--- config.mk ---
export PLATFORM = sky130hd
export DESIGN_NAME = mult_job_sequencer
export DESIGN_NICKNAME = d
export VERILOG_FILES = /design/src/rtl/mult_seq_pkg.sv /design/src/rtl/mult_seq_timeout_ctr.sv /design/src/rtl/mult_job_sequencer.sv
export SDC_FILE = /design/constraint.sdc
export NUM_CORES = 1
export LEC_CHECK = 0
export CAP_MARGIN = 10
export CORE_ASPECT_RATIO = 0.9
export CORE_MARGIN = 1
export CORE_UTILIZATION = 35
export CTS_CLUSTER_DIAMETER = 100
export DETAILED_ROUTE_END_ITERATION = 16
export PLACE_DENSITY = 0.7
export SYNTH_ARGS = -nofsm -noshare
export SYNTH_HDL_FRONTEND = slang
export SYNTH_SLANG_ARGS = --single-unit
export TNS_END_PERCENT = 50
--- constraint.sdc ---
create_clock -name clk -period 1.4 [get_ports clk]
set_input_delay 0.42 -clock clk [delete_from_list [all_inputs] [get_ports clk]]
set_output_delay 0.42 -clock clk [all_outputs]
set_load 0.05 [all_outputs]
--- src/rtl/mult_seq_pkg.sv ---
// Shared types and sizes for the multiplier job sequencer.
// Holds the FSM state enum, the operand/result widths and the default abort limit.
package mult_seq_pkg;

    localparam int OPW             = 4;
    localparam int RESW            = 8;
    localparam int CNTW            = 8;
    localparam int TIMEOUT_DEFAULT = 32;

    typedef enum logic [1:0] {
        IDLE  = 2'd0,
        ISSUE = 2'd1,
        WAIT  = 2'd2,
        HOLD  = 2'd3
    } state_e;

endpackage

--- src/rtl/mult_seq_timeout_ctr.sv ---
// Clearable 8-bit WAIT-cycle counter for the job sequencer.
// tc_o flags the cycle that is the TIMEOUT_CYCLES-th consecutive enabled cycle since the clear.
module mult_seq_timeout_ctr
    import mult_seq_pkg::*;
#(
    parameter int TIMEOUT_CYCLES = TIMEOUT_DEFAULT
) (
    input  logic clk,
    input  logic rst,
    input  logic clr_i,
    input  logic en_i,
    output logic tc_o
);

    logic [CNTW-1:0] count_q;

    always_ff @(posedge clk) begin
        if (rst || clr_i) begin
            count_q <= '0;
        end else if (en_i) begin
            count_q <= count_q + 1'b1;
        end
    end

    // The count holds completed cycles, so the limit cycle is the one where it equals limit-1.
    assign tc_o = (count_q == CNTW'(TIMEOUT_CYCLES - 1));

endmodule

--- src/rtl/mult_job_sequencer.sv ---
// Sequences one operand job at a time through an external shift-add multiplier,
// with a WAIT-state timeout, a held result for the consumer and a success counter.
module mult_job_sequencer
    import mult_seq_pkg::*;
#(
    parameter int TIMEOUT_CYCLES = TIMEOUT_DEFAULT
) (
    input  logic            clk,
    input  logic            rst,
    input  logic            in_valid,
    output logic            in_ready,
    input  logic [OPW-1:0]  in_a,
    input  logic [OPW-1:0]  in_b,
    output logic [OPW-1:0]  mul_a,
    output logic [OPW-1:0]  mul_b,
    output logic            mul_start,
    input  logic            mul_done,
    input  logic [RESW-1:0] mul_result,
    output logic            out_valid,
    input  logic            out_ready,
    output logic [RESW-1:0] out_data,
    output logic            out_err,
    output logic [7:0]      job_count
);

    state_e          state_q,    state_d;
    logic [OPW-1:0]  opA_q,      opA_d;
    logic [OPW-1:0]  opB_q,      opB_d;
    logic            mulStart_q, mulStart_d;
    logic            outValid_q, outValid_d;
    logic [RESW-1:0] outData_q,  outData_d;
    logic            outErr_q,   outErr_d;
    logic [7:0]      jobCount_q, jobCount_d;
    logic            cntClr;
    logic            cntEn;
    logic            timeoutHit;

    mult_seq_timeout_ctr #(
        .TIMEOUT_CYCLES (TIMEOUT_CYCLES)
    ) u_timeout (
        .clk   (clk),
        .rst   (rst),
        .clr_i (cntClr),
        .en_i  (cntEn),
        .tc_o  (timeoutHit)
    );

    assign in_ready = !rst && ((state_q == IDLE) || ((state_q == HOLD) && out_ready));

    // The operand registers drive the multiplier buses directly and are zeroed
    // when the job leaves WAIT, so the buses read 0 whenever no job is in flight.
    always_comb begin
        state_d    = state_q;
        opA_d      = opA_q;
        opB_d      = opB_q;
        mulStart_d = mulStart_q;
        outValid_d = outValid_q;
        outData_d  = outData_q;
        outErr_d   = outErr_q;
        jobCount_d = jobCount_q;
        cntClr     = 1'b0;
        cntEn      = 1'b0;

        case (state_q)
            IDLE: begin
                if (in_valid) begin
                    opA_d      = in_a;
                    opB_d      = in_b;
                    mulStart_d = 1'b1;
                    state_d    = ISSUE;
                end
            end
            ISSUE: begin
                mulStart_d = 1'b0;
                cntClr     = 1'b1;
                state_d    = WAIT;
            end
            WAIT: begin
                cntEn = 1'b1;
                // Done wins over the timeout when both land on the same cycle.
                if (mul_done) begin
                    outData_d  = mul_result;
                    outErr_d   = 1'b0;
                    outValid_d = 1'b1;
                    jobCount_d = jobCount_q + 8'd1;
                    opA_d      = '0;
                    opB_d      = '0;
                    state_d    = HOLD;
                end else if (timeoutHit) begin
                    outData_d  = '0;
                    outErr_d   = 1'b1;
                    outValid_d = 1'b1;
                    opA_d      = '0;
                    opB_d      = '0;
                    state_d    = HOLD;
                end
            end
            HOLD: begin
                if (out_ready) begin
                    outValid_d = 1'b0;
                    if (in_valid) begin
                        opA_d      = in_a;
                        opB_d      = in_b;
                        mulStart_d = 1'b1;
                        state_d    = ISSUE;
                    end else begin
                        state_d = IDLE;
                    end
                end
            end
            default: begin
                state_d = IDLE;
            end
        endcase
    end

    always_ff @(posedge clk) begin
        if (rst) begin
            state_q    <= IDLE;
            opA_q      <= '0;
            opB_q      <= '0;
            mulStart_q <= 1'b0;
            outValid_q <= 1'b0;
            outData_q  <= '0;
            outErr_q   <= 1'b0;
            jobCount_q <= '0;
        end else begin
            state_q    <= state_d;
            opA_q      <= opA_d;
            opB_q      <= opB_d;
            mulStart_q <= mulStart_d;
            outValid_q <= outValid_d;
            outData_q  <= outData_d;
            outErr_q   <= outErr_d;
            jobCount_q <= jobCount_d;
        end
    end

    assign mul_a     = opA_q;
    assign mul_b     = opB_q;
    assign mul_start = mulStart_q;
    assign out_valid = outValid_q;
    assign out_data  = outData_q;
    assign out_err   = outErr_q;
    assign job_count = jobCount_q;

endmodule

Yosys cells after proc, flatten, opt, wreduce, memory -nomap -nowiden --
Index checks and enable logic that the tools add are counted.
Storage, ports and cells: register bits after elaboration 37, input port bits 21, output and inout port bits 28, word-level logic and storage cells 60
Cells by class: $add $sub $neg 2, equality and inequality tests 7, muxes and demuxes 26, reduce and logical (&&, ||, !) cells 16
Operators by type and width (number):
- $mux W4 | 6
- $pmux W4 S3 | 2
- $add A8 B1 Y8 const B | 2
- $mux W8 | 2
- $mux W1 | 9
- $reduce_and A3 Y1 | 3
- $eq A8 B5 Y1 const B | 1
- $mux W2 | 4
- $pmux W2 S4 | 1
- $reduce_and A2 Y1 | 3
- $reduce_bool A3 Y1 | 2
- $eq A2 B2 Y1 const B | 2
- $ne A2 B2 Y1 const B | 2
- $reduce_bool A2 Y1 | 2
- $ne A3 B3 Y1 const B | 1
- $pmux W1 S3 | 1
- $eq A2 B1 Y1 const B | 1
- $logic_and A1 B1 Y1 | 2
- $logic_not A2 Y1 | 1
- $logic_or A1 B1 Y1 | 2
- $pmux W1 S2 | 1
- $logic_not A1 Y1 | 1

Longest topological paths before layout --
Gate-level depths: netlist (run 1).
depth after elaboration 4, mapped depth 7, mapped depth without buffers 6

Modules after synthesis --
Synthesis (run 1) repeated with hierarchy kept, for this count alone.
Unflattened totals: cell total of the unflattened synthesis 196, area, all modules 1770.4 µm²
Modules (own cells, without submodules):
- mult_job_sequencer | times used 1, cells each 156, area an instance 1408.9 µm², sequential area each 580.6 µm²
- mult_seq_timeout_ctr | times used 1, cells each 40, area an instance 361.6 µm², sequential area each 160.2 µm²

Worst setup path after synthesis (run 1) --
No wires, ideal clock.
kind input to output, from input port rst, to output port in_ready, arrival 1.472 ns, required time 0.980 ns, setup slack -0.492 ns, stages on the path 3, path buffers 2, cells stage by stage buf_2 -> clkbuf_1 -> nor2_1
On the way: word-level cells in the longest chain between the ends 2
RTL lines:
- from (decl) | RTL line mult_job_sequencer.sv:9 | input logic rst,
- $logic_not A1 Y1 | RTL line mult_job_sequencer.sv:48 | assign in_ready = !rst && ((state_q == IDLE) || ((state_q == HOLD) && out_ready));
- $logic_and A1 B1 Y1 | RTL line mult_job_sequencer.sv:48
- to (decl) | RTL line mult_job_sequencer.sv:11 | output logic in_ready,
No other way between the ends.

Final worst setup path (run 1) --
from register state_q[0], to output port in_ready
On the way: word-level cells in the longest chain between the ends 4, elaborated cells between the ends (all ways) 5, classes of those cells 1 x eq/ne; 4 x reduce/logical
RTL lines:
- from (decl) | RTL line mult_job_sequencer.sv:26 | state_e state_q, state_d;
- from (signal assigned) | RTL line mult_job_sequencer.sv:128 | state_q <= state_d;
- $eq A2 B2 Y1 | RTL line mult_job_sequencer.sv:48
- $logic_and A1 B1 Y1 | RTL line mult_job_sequencer.sv:48
- $logic_or A1 B1 Y1 (*) | RTL line mult_job_sequencer.sv:48
- $logic_and A1 B1 Y1 (*) | RTL line mult_job_sequencer.sv:48
Every way passes the cells marked *; elsewhere a longest branch is shown, timed or not.

==> flow_metrics.env, run 1 <==
export IMPL_status="complete, but fails checks"
export IMPL_violations="setup timing"
export IMPL_fmax_mhz=621
export IMPL_layout_common_cells="buf_4, dfxtp_1, buf_12"
export IMPL_syn_area_um2=1580
export IMPL_start_kind="register"
export IMPL_routabilityCongestion=0.776
export IMPL_worst_setup_path_end_kind="primary output"
export IMPL_pwr_share_clk_pct=16.1
export IMPL_drive_gt1_share_pct=48.8
export IMPL_slowest_delay_ns=0.39
export IMPL_cts_sinks=37
export IMPL_grtUsageTotal_pct=18.4
export IMPL_fp_dieH_um=65.7
export IMPL_pin_count=49
export IMPL_synth_edf_count=0
export IMPL_cp_num_buf_inv=2
export IMPL_drc=0
export IMPL_start_util_pct=37.5
export IMPL_cap_violations=0
export IMPL_fin_ws_ns=-0.210
export IMPL_post_route_min_period_ns=1.61
export IMPL_ir_worst_vdd_uv=957
export IMPL_htreeDepth=2
export IMPL_hpwl_mm=2.89
export IMPL_swShare_pct=36.9
export IMPL_worst_pin_slew_ns=0.321
export IMPL_grt_max_degree=12
export IMPL_synth_seq_area_share_pct=46.9
export IMPL_antenna_left=0
export IMPL_chipWidth_um=72.8
export IMPL_clkTransAtPathRegs_ns=0.07
export IMPL_drt_wl_total_mm=4.25
export IMPL_place_area_um2=2670
export IMPL_root_buffer="clkbuf_8"
export IMPL_grt_overflow=0
export IMPL_antenna_found_initial=0
export IMPL_grt_pass1_vias=1408
export IMPL_hold_viol=0
export IMPL_finClkSkew_ns=0.00844
export IMPL_final_common_cell="buf_4"
export IMPL_routedWlPerCell_um=13.7
export IMPL_fin_crit_sh_pct=115
export IMPL_portBuffers=48
export IMPL_num_vias=1510
export IMPL_relSlewSlack_pct=78.6
export IMPL_diodes=0
export IMPL_synth_fp_nets=190
export IMPL_cp_top_family="flip-flops"
export IMPL_first_pass_iters=4
export IMPL_whs_path_depth=2
export IMPL_postLayoutCellArea_um2=3060
export IMPL_rsz0062_at_grt="true"
export IMPL_p_int_mw=2.96
export IMPL_worst_r2r_cell_count=7
export IMPL_fin_setup_tns_ns=-2.01
export IMPL_areaGrowthSynthToFinish_pct=94.1
export IMPL_drt_initial_drc_count=27
export IMPL_yosysWarnings=0
export IMPL_seqPwrFrac_pct=30.2
export IMPL_p_sw_mw=1.73
export IMPL_numCtsBuffers=5
export IMPL_worstPathRequired_ns=0.98
export IMPL_crit_path_cell_trace="inv_6, ha_4, a21oi_4, nor2_4, buf_12"
export IMPL_avgSynthCellArea_um2=9.86
export IMPL_synth_cell_types=33
export IMPL_pre_cts_slack_ns=-0.414
export IMPL_worstPathMaxFanout=3
export IMPL_combPwrFrac_pct=53.7
export IMPL_rows=22
export IMPL_dieArea_um2=4780
export IMPL_setup_viol=24
export IMPL_synth_main_ff_cell="dfxtp_1"
export IMPL_crit_type="register to primary output"
export IMPL_cts_tree="yes"
export IMPL_cp_data_arrival_time_ns=1.19
export IMPL_power_density_nw_per_um2=1530
export IMPL_ctsHoldBuffers=0
export IMPL_drt_vias_per_instance=4.87
export IMPL_clk_insertion_delay_late_ns=0.29
export IMPL_cp_num_cells=5
export IMPL_hold_path_class="register to register"
export IMPL_p_leak_nw=1.17
export IMPL_synth_seq_cells=37
export IMPL_drv_slew=0
export IMPL_slowest_stage="dfxtp_4"
export IMPL_syn_inst=160
export IMPL_clk_path_buf_depth=2
export IMPL_holdWs_ns=0.500
export IMPL_nets=279
export IMPL_grt_pass1_wl_mm=6.66
export IMPL_coreArea_um2=4210
export IMPL_synthArstFlopShare_pct=0
==> worst paths after layout <==
check	startpoint	end	slack, ns
max	state_q[0]	in_ready	-0.21
min	u_timeout.count_q[5]	u_timeout.count_q[5]	0.50
max reg2reg	state_q[0]	mul_a[0]	-0.14
min reg2reg	u_timeout.count_q[5]	u_timeout.count_q[5]	0.50
==> timing repair <==
item,4_1_cts,5_1_grt
pin swaps,24,20
setup endpoints to repair,32,39
endpoints found under the hold margin,0,0
resized for setup,29,26
buffers inserted,5,7
==> flip-flops by register name (all words and copies together) (netlist names) <==
register,cells
state_q,2
mul_b,4
u_timeout.count_q,8
mul_start,1
out_data,8
mul_a,4
out_err,1
out_valid,1
job_count,8
==> cell usage after synthesis, types with 3 or more instances <==
cell	number	area share (%)
nand2_1	12	2.9
nand4_1	7	2.8
or3_1	3	1.2
nor2_1	16	3.8
clkbuf_1	3	0.71
dfxtp_1	37	47
a21oi_1	9	2.9
xor2_1	7	3.9
o21ai_0	3	0.95
or2_2	3	1.2
nor3_1	3	0.95
xnor2_1	4	2.2
inv_1	3	0.71
a22o_1	16	8.9
ha_1	9	7.1
==> area by class of cell <==
type	instances	area [µm²]
fill	288	1150
timing repair buffer	87	1090
multi-input combinational	115	1040
sequential	37	754
clock buffer	8	90.1
tap	60	75.1
inverter	3	18.8
==> tightest hold or removal path: stages (launching register included) <==
cell and delay (ns):
dfxtp_2 0.33, o21ai_0 0.07, a21oi_1 0.06
==> cells by family after synthesis <==
logic type	after synthesis	share of synthesized area, %
compound gates	38	18.3
xor+xnor	11	6.11
fa+ha+maj	9	7.14
buf+inv	8	2.06
flops	37	46.9
mux	1	0.634
simple gates	56	18.8
==> power groups by stage <==
stage	registers [mW]	clock network, mW	logic (mW)
global placement	1.42	0	1.96
detailed placement	1.43	0	1.99
floorplan	1.74	0	0.696
CTS	1.41	0.767	2.22
global route	1.44	0.836	2.64
finish	1.41	0.754	2.52
==> stage by stage <==
stage | util [%] | power (mW) | std cells
finish | 72.7 | 4.69 | 310
global route | 72.7 | 4.92 | 310
CTS | 68.9 | 4.40 | 303
detailed placement | 63.4 | 3.41 | 290
global placement | 63.4 | 3.38 | 290
floorplan | - | 2.44 | 160
==> per-layer routing <==
metal,GRT usage [%],vias to the layer above,share of wire [%]
met5,0,-,0
met4,5.15,0,0.73
li1,-,748,-
met2,29.9,42,49
met3,5.52,3,5.2
met1,23.5,717,45
No activity file was read; power rests on OpenSTA's default activity.
==> run 2: changes to the inputs <==
Settings changed: CORE_MARGIN 1 to unset, GPL_TIMING_DRIVEN set to 0.
==> run 2 against run 1 <==
Effect of this change: the run still ends with setup timing left; global-route usage decreased by 1.9 points; first-iteration DRC count is 52% higher; combinational power shrank 22%; sequential share of layout area rose by 6.7 points; fmax fell by 1.9%; non-clock buffer count fell by 21; sequential power shrank 4%; clock power decreased by 6.1%; design area fell by 21%; via count decreased by 7.5%; largest cell class is now multi-input gates; largest power group unchanged.
==> flow_metrics.env, run 2 (synthesis results as in run 1) <==
export IMPL_layout_common_cells="dfxtp_1, buf_2, a22o_1, clkdlybuf4s50_1"
export IMPL_worst_setup_path_end_kind="primary output"
export IMPL_worstPathRequired_ns=0.98
export IMPL_fp_dieH_um=65.7
export IMPL_slowest_delay_ns=0.40
export IMPL_hold_path_class="primary input to register"
export IMPL_fmax_mhz=610
export IMPL_root_buffer="clkbuf_8"
export IMPL_grt_pass1_vias=1287
export IMPL_post_route_min_period_ns=1.64
export IMPL_power_density_nw_per_um2=1670
export IMPL_reg2reg_to="u_timeout.count_q[7]"
export IMPL_drv_slew=0
export IMPL_nFillCells=385
export IMPL_cts_sinks=37
export IMPL_met2_usage_pct=24.9
export IMPL_relSlewSlack_pct=77.8
export IMPL_multi_input_area_um2=947
export IMPL_grtUsageTotal_pct=16.5
export IMPL_drc=0
export IMPL_cp_data_arrival_time_ns=1.22
export IMPL_coreArea_um2=4210
export IMPL_whs_path_depth=2
export IMPL_routabilityCongestion=0.766
export IMPL_ir_worst_vdd_uv=1110
export IMPL_rows=22
export IMPL_grt_busiest_layer="met2"
export IMPL_rsz0062_at_grt="true"
export IMPL_drt_wl_total_mm=3.87
export IMPL_hold_viol=0
export IMPL_drt_initial_drc_count=41
export IMPL_cts_tree="yes"
export IMPL_ff2ff_setup_slack_ns=-0.16
export IMPL_clk_insertion_delay_late_ns=0.28
export IMPL_nets=258
export IMPL_setup_viol=26
export IMPL_crit_start="state_q[0]"
export IMPL_fin_crit_sh_pct=117
export IMPL_grt_max_degree=12
export IMPL_num_vias=1397
export IMPL_antenna_left=0
export IMPL_numCtsBuffers=5
export IMPL_final_common_cell="dfxtp_1"
export IMPL_use_met3_pct=5.21
export IMPL_finClkSkew_ns=0.00118
export IMPL_start_kind="register"
export IMPL_worst_pin_slew_ns=0.332
export IMPL_pin_count=49
export IMPL_cap_violations=0
export IMPL_cp_num_cells=5
export IMPL_htreeDepth=2
export IMPL_worstPathMaxFanout=4
export IMPL_worst_r2r_cell_count=6
export IMPL_fin_cells=289
export IMPL_fin_setup_tns_ns=-2.35
export IMPL_grt_pass1_wl_mm=5.96
export IMPL_r2r_start="state_q[0]"
export IMPL_antenna_found_initial=0
export IMPL_drt_vias_per_instance=4.83
export IMPL_diodes=0
export IMPL_status="complete, but fails checks"
export IMPL_hpwl_mm=2.37
export IMPL_clk_path_buf_depth=2
export IMPL_chipWidth_um=72.8
export IMPL_dieArea_um2=4780
export IMPL_crit_path_end="in_ready"
export IMPL_slowest_stage="dfxtp_4"
export IMPL_seq_area_um2=758
export IMPL_gr_usage_met1_pct=21.2
export IMPL_drive_gt1_share_pct=38.4
export IMPL_fin_ws_ns=-0.240
export IMPL_p_leak_nw=0.979
export IMPL_portBuffers=47
export IMPL_clkTransAtPathRegs_ns=0.07
export IMPL_dp_cells=267
export IMPL_violations="setup timing"
export IMPL_first_pass_iters=4
export IMPL_holdWs_ns=0.450
export IMPL_cp_top_family="flip-flops"
export IMPL_grt_overflow=0
export IMPL_hp_start="rst"
export IMPL_cp_num_buf_inv=2
export IMPL_routedWlPerCell_um=13.4
export IMPL_crit_type="register to primary output"
export IMPL_areaGrowthSynthToFinish_pct=53.6
export IMPL_crit_path_cell_trace="inv_6, ha_4, a21oi_4, nor2_4, buf_6"
export IMPL_start_util_pct=37.5
-- run 2: cell types whose count changed in the layout (fill, tap and decap cells not counted), moves of 3 or more --
cell     before  now
buf_12       29    2
buf_2         0   22
nor2_2        4    0
dfxtp_2       5    2
nor2_1       11   14
buf_4        31   14
-- run 2: how the worst min path moves through the flow --
stage,end
6_report,out_valid
5_1_grt,out_valid
4_1_cts,out_valid
3_5_place_dp,mul_b[3]
3_3_place_gp,mul_a[1]
2_1_floorplan,u_timeout.count_q[7]
-- run 2: final cells by class --
| type | instances | area share, % |
|---|---|---|
| Buffer | 5 | 2.43 |
| Tap cell | 60 | 3.10 |
| Inverter | 3 | 0.774 |
| Sequential cell | 37 | 31.3 |
| Clock buffer | 6 | 2.99 |
| Multi-Input combinational cell | 115 | 39.1 |
| Clock inverter | 2 | 0.413 |
| Timing Repair Buffer | 61 | 19.9 |
-- run 2: power breakdown --
| group | internal (mW) | switching (mW) | leakage [nW] | total, mW |
|---|---|---|---|---|
| logic | 0.880 | 1.09 | 0.630 | 1.97 |
| registers | 1.22 | 0.130 | 0.304 | 1.35 |
| clock network | 0.345 | 0.364 | 0.0450 | 0.708 |
| total | 2.45 | 1.59 | 0.979 | 4.04 |
-- run 2: what timing repair did --
action                     4_1_cts  5_1_grt
setup endpoints to repair       60       37
setup buffers                    9        5
pin swaps                        6       19
hold buffers                     0        0
gates resized for setup        169       22
-- run 2: layer usage --
metal	vias up	share of wire (%)
met2	43	44
met3	4	6.6
met4	0	1.1
li1	706	-
met1	644	48
met5	-	0
-- run 2: metrics by stage --
step	setup slack, ns	cell area, µm²	total power, mW	utilization (%)
floorplan	-0.0222	1650	2.44	-
global placement	-1.04	2200	2.87	52.2
detailed placement	-1.06	2200	2.88	52.2
CTS	-0.244	2300	3.84	54.5
global route	-0.285	2420	4.26	57.5
finish	-0.240	2420	4.04	57.5
==> run 3: changes to the inputs <==
Settings changed: SETUP_SLACK_MARGIN set to 0.1.
==> run 3 against run 2 <==
Effect of this change: the run still ends with setup timing left; cell count grew 2.1%; critical endpoint unchanged; non-clock buffer count grew 6; critical path depth is the same; die area is the same; clock power grew 24%; largest cell class unchanged; global-route usage shrank 0.12 points; worst setup slack gained 0.0076 ns; sequential share of layout area shrank 2.4 points; sequential power is essentially flat; clock skew grew 0.0061 ns.
==> flow_metrics.env, run 3 (synthesis results as in run 1) <==
export IMPL_cts_tree="yes"
export IMPL_drt_vias_per_instance=4.90
export IMPL_fin_setup_tns_ns=-1.78
export IMPL_routedWlPerCell_um=13.1
export IMPL_p_leak_nw=1.05
export IMPL_final_common_cell="buf_4"
export IMPL_whs_endpoint="out_valid"
export IMPL_first_pass_iters=4
export IMPL_fin_ws_ns=-0.233
export IMPL_hp_start="rst"
export IMPL_worst_r2r_cell_count=7
export IMPL_coreArea_um2=4210
export IMPL_grt_pass1_wl_mm=6.04
export IMPL_cp_data_arrival_time_ns=1.21
export IMPL_crit_type="register to primary output"
export IMPL_drive_gt1_share_pct=44.3
export IMPL_dp_cells=267
export IMPL_fmax_mhz=613
export IMPL_worstPathMaxFanout=4
export IMPL_cp_num_buf_inv=2
export IMPL_cap_violations=0
export IMPL_hpwl_mm=2.39
export IMPL_nFillCells=357
export IMPL_areaGrowthSynthToFinish_pct=67.2
export IMPL_root_buffer="clkbuf_8"
export IMPL_antenna_found_initial=0
export IMPL_power_total_mw=4.28
export IMPL_nets=264
export IMPL_setup_viol=26
export IMPL_relSlewSlack_pct=76.8
export IMPL_fin_crit_sh_pct=117
export IMPL_crit_path_cell_trace="inv_6, ha_4, a21oi_4, nor2_4, buf_6"
export IMPL_place_area_um2=2210
export IMPL_worst_pin_slew_ns=0.348
export IMPL_worst_setup_path_end_kind="primary output"
export IMPL_numCtsBuffers=5
export IMPL_power_density_nw_per_um2=1620
export IMPL_clk_path_buf_depth=2
export IMPL_slowest_delay_ns=0.41
export IMPL_fp_dieH_um=65.7
export IMPL_finClkSkew_ns=0.00730
export IMPL_htreeDepth=2
export IMPL_rsz0062_at_grt="true"
export IMPL_seq_area_um2=762
export IMPL_slowest_stage="dfxtp_4"
export IMPL_rows=22
export IMPL_portBuffers=47
export IMPL_drv_slew=0
export IMPL_start_kind="register"
export IMPL_pin_count=49
export IMPL_drt_wl_total_mm=3.87
export IMPL_ctsHoldBuffers=0
export IMPL_holdWs_ns=0.454
export IMPL_drt_initial_drc_count=48
export IMPL_start_util_pct=37.5
export IMPL_whs_path_depth=2
export IMPL_drc=0
export IMPL_clkTransAtPathRegs_ns=0.08
export IMPL_ir_worst_vdd_uv=1020
export IMPL_layout_common_cells="buf_4, dfxtp_1, a22o_1, clkdlybuf4s50_1, nor2_1"
export IMPL_fin_cells=295
export IMPL_hold_path_class="primary input to register"
export IMPL_post_route_min_period_ns=1.63
export IMPL_grt_pass1_vias=1354
export IMPL_worstPathRequired_ns=0.98
export IMPL_dieArea_um2=4780
export IMPL_grtUsageTotal_pct=16.3
export IMPL_chipWidth_um=72.8
export IMPL_num_vias=1446
export IMPL_grt_overflow=0
export IMPL_diodes=0
export IMPL_multi_input_area_um2=1020
export IMPL_cts_sinks=37
export IMPL_ff2ff_setup_slack_ns=-0.13
export IMPL_r2r_start="state_q[0]"
export IMPL_antenna_left=0
export IMPL_hold_viol=0
export IMPL_clk_insertion_delay_late_ns=0.28
export IMPL_cp_top_family="flip-flops"
export IMPL_status="complete, but fails checks"
export IMPL_postLayoutCellArea_um2=2640
export IMPL_grt_max_degree=12
export IMPL_reg2reg_to="job_count[3]"
export IMPL_routabilityCongestion=0.796
export IMPL_violations="setup timing"
-- run 3: cell types whose count changed in the layout (fill, tap and decap cells not counted), moves of 3 or more --
cell	before	now
buf_2	22	0
buf_4	14	32
buf_6	5	10
clkbuf_4	2	7
dfxtp_1	31	28
dfxtp_2	2	5
nor2_1	14	11
nor2_2	0	3
-- run 3: cell type report --
type                            count  share of cell area [%]
Multi-Input combinational cell    115                    38.5
Sequential cell                    37                    28.9
Timing Repair Buffer               68                    22.9
Clock buffer                        8                    4.22
Tap cell                           60                    2.84
Buffer                              4                    1.94
Inverter                            3                   0.711
-- run 3: worst max path at each step --
stage | endpoint | slack, ns | startpoint | depth (start not counted)
final | in_ready | -0.23 | state_q[0] | 5
after floorplan | in_ready | -0.02 | rst | 3
after global routing | in_ready | -0.27 | state_q[0] | 5
after detailed placement | in_ready | -1.02 | out_ready | 4
after global placement | in_ready | -1.02 | out_ready | 4
after CTS | in_ready | -0.22 | state_q[1] | 5
-- run 3: timing repair --
| action | 4_1_cts | 5_1_grt |
|---|---|---|
| gates resized for setup | 188 | 43 |
| buffers inserted | 12 | 9 |
| endpoints found under the setup margin | 62 | 57 |
| pin swaps | 19 | 24 |
| hold endpoints to repair | 0 | 0 |
-- run 3: worst register-to-register path, cell delays in order, from the launching register on --
cell	delay, ns
dfxtp_4	0.38
inv_6	0.07
buf_6	0.09
ha_4	0.19
buf_4	0.14
nand3_4	0.09
or3_1	0.36
a21oi_1	0.13
-- run 3: per-layer routing --
metal,vias up,global-route usage [%],part of all wire (%)
met5,-,0,0
met1,685,21.3,45
met3,2,3.99,5.1
li1,718,-,-
met2,41,27.6,49
met4,0,2.94,0.34
-- run 3: stage by stage --
stage / util (%) / setup WS (ns)
after floorplan: - / -0.0222
after global placement: 52.6 / -1.02
after detailed placement: 52.6 / -1.02
after CTS: 57.9 / -0.221
after global routing: 62.7 / -0.268
final: 62.7 / -0.233
-- run 3: report_power, final --
| group | internal [mW] | switching (mW) |
|---|---|---|
| logic | 0.925 | 1.11 |
| registers | 1.23 | 0.142 |
| clock network | 0.509 | 0.369 |
| total | 2.66 | 1.62 |
